==> config.mk <==
export PLATFORM = sky130hd
export DESIGN_NAME = shift_div16
export DESIGN_NICKNAME = d
export VERILOG_FILES = /design/src/rtl/shift_div16.sv
export SDC_FILE = /design/constraint.sdc
export NUM_CORES = 1
export LEC_CHECK = 0
export BUFFER_PORTS_ARGS = -buffer_cell sky130_fd_sc_hd__buf_2
export CORE_MARGIN = 2
export CORE_UTILIZATION = 51
export DETAILED_ROUTE_END_ITERATION = 12
export GPL_TIMING_DRIVEN = 0
export HOLD_SLACK_MARGIN = 0.1
export PLACE_DENSITY = 0.73
export SLEW_MARGIN = 20
export SYNTH_ARGS = -nofsm -noshare
export SYNTH_HDL_FRONTEND = slang
export SYNTH_SLANG_ARGS = --single-unit
==> constraint.sdc <==
create_clock -name clk -period 2.15 [get_ports clk]
set_input_delay 0.43 -clock clk [delete_from_list [all_inputs] [get_ports clk]]
set_output_delay 0.43 -clock clk [all_outputs]
set_load 0.1 [all_outputs]
==> src/rtl/shift_div16.sv <==
// Bit-serial restoring divider: 16-bit unsigned dividend by B_WIDTH-bit divisor,
// one quotient bit per falling clock edge, MSB first.
module shift_div16 #(
  parameter int unsigned B_WIDTH = 8
) (
  input  logic               clk,
  input  logic               div_rst_n,
  input  logic               start,
  input  logic [15:0]        a,
  input  logic [B_WIDTH-1:0] b,
  output logic               busy,
  output logic               done,
  output logic [15:0]        y,
  output logic [B_WIDTH-1:0] rem,
  output logic               dbz
);

  localparam int unsigned PR_W = B_WIDTH + 1;

  typedef enum logic [1:0] {
    S_IDLE = 2'd0,
    S_RUN  = 2'd1,
    S_DONE = 2'd2
  } state_t;

  state_t             r_state, w_state_nxt;
  logic [15:0]        r_dvd, w_dvd_nxt;
  logic [B_WIDTH-1:0] r_dvs, w_dvs_nxt;
  logic [PR_W-1:0]    r_pr, w_pr_nxt;
  logic [15:0]        r_quo, w_quo_nxt;
  logic [3:0]         r_cnt, w_cnt_nxt;
  logic               r_busy, w_busy_nxt;
  logic               r_done, w_done_nxt;
  logic [15:0]        r_y, w_y_nxt;
  logic [B_WIDTH-1:0] r_rem, w_rem_nxt;
  logic               r_dbz, w_dbz_nxt;

  // One restoring step: bring down the next dividend bit, subtract if it fits.
  logic [PR_W-1:0] w_t;
  logic            w_ge;
  logic [PR_W-1:0] w_pr_step;
  logic [15:0]     w_quo_step;

  assign w_t        = {B_WIDTH'(r_pr), r_dvd[15]};
  assign w_ge       = (w_t >= {1'b0, r_dvs});
  assign w_pr_step  = w_ge ? (w_t - {1'b0, r_dvs}) : w_t;
  assign w_quo_step = (r_quo << 1) | 16'(w_ge);

  // Next-state and datapath update.
  always_comb begin
    w_state_nxt = r_state;
    w_dvd_nxt   = r_dvd;
    w_dvs_nxt   = r_dvs;
    w_pr_nxt    = r_pr;
    w_quo_nxt   = r_quo;
    w_cnt_nxt   = r_cnt;
    w_done_nxt  = 1'b0;
    w_y_nxt     = r_y;
    w_rem_nxt   = r_rem;
    w_dbz_nxt   = r_dbz;
    case (r_state)
      S_IDLE: begin
        if (start) begin
          w_state_nxt = S_RUN;
          w_dvd_nxt   = a;
          w_dvs_nxt   = b;
          w_pr_nxt    = '0;
          w_quo_nxt   = '0;
          w_cnt_nxt   = '0;
        end
      end
      S_RUN: begin
        w_pr_nxt  = w_pr_step;
        w_dvd_nxt = r_dvd << 1;
        w_quo_nxt = w_quo_step;
        if (r_cnt == 4'd15) begin
          w_state_nxt = S_DONE;
          w_y_nxt     = w_quo_step;
          w_rem_nxt   = B_WIDTH'(w_pr_step);
          w_dbz_nxt   = (r_dvs == '0);
          w_done_nxt  = 1'b1;
        end else begin
          w_cnt_nxt = r_cnt + 4'd1;
        end
      end
      S_DONE: begin
        w_state_nxt = S_IDLE;
      end
      default: begin
        w_state_nxt = S_IDLE;
      end
    endcase
    w_busy_nxt = (w_state_nxt != S_IDLE);
  end

  // Falling-edge state register, shared timing domain with the multiplier.
  always_ff @(negedge clk or negedge div_rst_n) begin
    if (!div_rst_n) begin
      r_state <= S_IDLE;
      r_dvd   <= '0;
      r_dvs   <= '0;
      r_pr    <= '0;
      r_quo   <= '0;
      r_cnt   <= '0;
      r_busy  <= 1'b0;
      r_done  <= 1'b0;
      r_y     <= '0;
      r_rem   <= '0;
      r_dbz   <= 1'b0;
    end else begin
      r_state <= w_state_nxt;
      r_dvd   <= w_dvd_nxt;
      r_dvs   <= w_dvs_nxt;
      r_pr    <= w_pr_nxt;
      r_quo   <= w_quo_nxt;
      r_cnt   <= w_cnt_nxt;
      r_busy  <= w_busy_nxt;
      r_done  <= w_done_nxt;
      r_y     <= w_y_nxt;
      r_rem   <= w_rem_nxt;
      r_dbz   <= w_dbz_nxt;
    end
  end

  assign busy = r_busy;
  assign done = r_done;
  assign y    = r_y;
  assign rem  = r_rem;
  assign dbz  = r_dbz;

endmodule

## Yosys cells after proc, flatten, opt, wreduce, memory -nomap -nowiden

Cells that the tools add are included.

| cells by class | value |
|---|---|
| add/sub/neg operators | 2 |
| magnitude comparators | 1 |
| eq/ne operators | 4 |
| mux-type cells | 15 |
| bitwise gates (word level) | 1 |
| reduce and logical (&&, ||, !) cells | 8 |

Operators by type and width:

| operator | count |
|---|---|
| $pmux W16 S2 | 1 |
| $pmux W15 S2 | 1 |
| $mux W16 | 1 |
| $mux W8 | 2 |
| $or A16 B1 Y16 | 1 |
| $pmux W8 S2 | 1 |
| $mux W15 | 1 |
| $ge A9 B8 Y1 | 1 |
| $logic_not A8 Y1 | 1 |
| $mux W4 | 2 |
| $pmux W4 S2 | 1 |
| $sub A8 B8 Y8 | 1 |
| $reduce_and A2 Y1 | 3 |
| $add A4 B1 Y4 const B | 1 |
| $eq A4 B4 Y1 const B | 1 |
| $mux W2 | 2 |
| $ne A2 B2 Y1 const B | 2 |
| $pmux W2 S2 | 1 |
| $reduce_bool A2 Y1 | 2 |
| $reduce_and A3 Y1 | 1 |
| $eq A2 B1 Y1 const B | 1 |
| $logic_not A2 Y1 | 1 |
| $mux W1 | 2 |

| word-level totals | value |
|---|---|
| flip-flop bits (word level) | 80 |
| input bits | 27 |
| output and inout port bits | 27 |

## Logic depth before layout (Yosys ltp)

| logic depth | value |
|---|---|
| depth in word-level cells | 4 |
| gate-level depth with buffers | 10 |

==> run_results.csv <==
group,metric,value,unit
run_status,status,"complete, but fails checks",
run_status,violations,"setup timing",
route,vias,3104,
floorplanning,die_height,88.5,µm
timing,fin_skew,6.78,ps
synthesis,yosysWarnings,0,
cells_and_area,fillers,418,
worst_setup_path,crit_type,"reg2out",
placed_design,io_buffer_count,53,
worst_setup_path,startpoint_type,"flip-flop",
grt,grt_pass1_wl,14400,µm
synthesis,syn_area,0.00364,mm²
synthesis,synth_area_leader_cell,"dfrtn_1",
flow_run,maxCapViolCount,0,
min_path,holdCritStartpoint,"r_quo[14]$_DFFE_NN0P_",
cells_and_area,design_area,0.00532,mm²
worst_setup_path,endpoint_kind,"primary output",
clock_tree,cts_tree,"yes",
synthesis,ys_top_cells_by_area,"dfrtn_1 55%, nand2_1 7.8%, o21ai_0 5.2%",
route,wl_per_cell,17.8,µm
synthesis,synth_cells,359,
min_path,hp-class,"reg2reg",
clock_tree,insertion_delay,340,ps
worst_setup_path,setup.worst_path.start,"dbz$_DFFE_NN0P_",
timing,grt_setup_unrepaired,"true",
grt,grt_max_degree,52,
timing,hold_viol_final,0,
clock_tree,cts.htree.levels,3,
floorplanning,core,0.00687,mm²
synthesis,synth_seq_cells,80,
clock_tree,clockRootBuffer,"clkbuf_8",
clock_tree,clkTransAtPathRegs,60,ps
placed_design,dp_hpwl,5230,µm
worst_setup_path,max_stage_delay,500,ps
cells_and_area,n_antenna_cell,0,
clock_tree,numClockSinks,80,
grt,overflow,0,
worst_setup_path,cpLargestDelayFamily,"flip-flops",
floorplanning,row_count,30,
cells_and_area,nets,490,
synthesis,synthArstFlopShare,100,%
grt,antenna_found_initial,0,
grt,grt_use_total,24.3,%
worst_setup_path,r2r_start,"r_dvd[15]$_DFFE_NN0P_",
synthesis,syn_avg_cell_area,10.1,µm²
floorplanning,die_w,88.5,µm
floorplanning,die_area,0.00783,mm²
route,viasPerCell,5.60,
placed_design,post-place-ws,-689,ps
timing,setup_violations,58,
route,drt_iter0_drc,198,
timing,setup_tns,-11490,ps
synthesis,synth_edf_count,0,
synthesis,synth_fp_nets,396,
worst_setup_path,crit_chain,"buf_12",
timing,slew_headroom,61.4,%
worst_setup_path,arrival,2110,ps
route,drtAntennaViolNets,0,
grt,grt_pass1_vias,2980,
synthesis,synth_top_area_share,55.0,%
timing,finalMaxSlewViolations,0,
cells_and_area,areaGrowthSynthToFinish,46.2,%
worst_setup_path,cp_num_buf_inv,1,
synthesis,ys_types,46,
floorplanning,io_pins,54,
worst_setup_path,ff2ff_setup_slack,-80,ps
route,dr.pass1.iters,5,
worst_setup_path,crit_path_top_delay_cell,"dfrtn_1",
timing,tightest_slew,579,ps
cells_and_area,drive_gt1_share,36.7,%
placed_design,placed_area,0.00409,mm²
timing,worst_slack,-394,ps
synthesis,seq_area_frac_synth,55.0,%
floorplanning,start_util,53.0,%
clock_tree,cts_made_buffers,9,
clock_tree,clock_path_buffers,2,
placed_design,place_congestion,0.865,
worst_setup_path,path_max_fanout,2,
route,drt-total-wl,9860,µm
worst_setup_path,required,1720,ps
route,route.detailed.drc,0,
synthesis,synth-main-ff-cell,"dfrtn_1",
cells by family (layout without fill, tap and decap cells):
group | count (synthesis) | count (layout) | share of synthesized area, %
DFF | 80 | 80 | 55.0
adders and majority gates | 10 | 10 | 3.64
AOI/OAI and AO/OA | 105 | 105 | 18.5
buffers and inverters | 33 | 131 | 4.16
muxes | 9 | 9 | 2.65
and+or+nand+nor | 116 | 117 | 14.6
xor gates and xnor gates | 6 | 6 | 1.44
path summary, 6_finish.rpt:
kind,end,depth (start not counted)
min in group asynchronous,y[10]$_DFFE_NN0P_,1
worst max-delay path,dbz,1
worst min register to register,y[15]$_DFFE_NN0P_,2
max in group asynchronous,r_state[0]$_DFF_NN0_,2
worst min-delay path,y[15]$_DFFE_NN0P_,2
worst max register to register,rem[6]$_DFFE_NN0P_,10
worst reg2reg max path: cells and delay by family, from the launching register on:
family          cells  cell delay (ps)
compound gates      4              660
xor+xnor            1              100
fa+ha+maj           2              560
buf+inv             2              120
flops               1              360
mux                 1              260
layout make-up:
cell class | count | area (µm²) | area share (%)
Tap cell | 96 | 120 | 2.26
Timing Repair Buffer | 85 | 1030 | 19.3
Multi-Input combinational cell | 247 | 1760 | 33.1
Buffer | 17 | 129 | 2.42
Inverter | 13 | 53.8 | 1.01
Sequential cell | 80 | 2000 | 37.6
Clock inverter | 6 | 90.1 | 1.69
Clock buffer | 10 | 138 | 2.59
placed cells by master, fill, tap and decap left out, types with 5 or more instances in the layout:
| cell type | instances |
|---|---|
| buf_6 | 7 |
| ha_1 | 5 |
| clkbuf_1 | 8 |
| nand2_1 | 60 |
| a21oi_1 | 15 |
| buf_12 | 28 |
| and2b_1 | 5 |
| buf_4 | 23 |
| dfrtn_1 | 80 |
| inv_1 | 8 |
| nand2_2 | 7 |
| o21ai_0 | 22 |
| buf_2 | 26 |
| o21ai_2 | 11 |
| buf_8 | 7 |
| a22o_1 | 15 |
| clkbuf_8 | 10 |
| nor2b_1 | 11 |
| o21ai_1 | 9 |
| nand2_4 | 11 |
| nor2_1 | 5 |
| a22oi_1 | 15 |
sequential cells by signal, indices dropped and copies added (netlist names):
name / cells
dbz: 1
y: 16
r_pr: 8
rem: 8
r_dvd: 16
r_state: 2
r_quo: 15
r_cnt: 4
done: 1
busy: 1
r_dvs: 8
metal layers:
layer	vias to the layer above	routed length [µm]	global-route usage [%]
met1	1545	4280	32.8
met4	0	214	8.95
li1	1424	-	-
met2	115	4930	39.6
met5	-	0	0
met3	20	435	4.10
synthesized netlist by cell type, types with 3 or more instances:
master and count:
a22o_1 15, dfrtn_1 80, mux2i_1 7, xor2_1 4, clkbuf_1 12, inv_1 10, and2b_1 6, nor2_1 6
a21oi_1 18, inv_2 3, nand2_1 76, buf_2 4, nand2b_1 4, o21ai_0 38, o21ai_1 4, nand3_1 3
ha_1 9, a22oi_1 15, nor2b_1 11
what timing repair did:
| item | 4_1_cts | 5_1_grt |
|---|---|---|
| gates cloned | 3 | 1 |
| hold buffers | 0 | 0 |
| pin swaps | 29 | 27 |
| endpoints found under the setup margin | 72 | 78 |
| resized for setup | 148 | 66 |
| setup buffers | 22 | 10 |
through the flow:
step | hold slack [ps] | std cells | utilization (%)
2_1_floorplan | 400 | 359 | -
3_3_place_gp | 414 | 508 | 59.1
3_5_place_dp | 418 | 509 | 59.6
4_1_cts | 422 | 547 | 73.2
5_1_grt | 470 | 554 | 77.5
6_report | 421 | 554 | 77.5
Power is not shown: default switching activity piles up to over one toggle a cycle in this logic, so the estimate is an artifact.
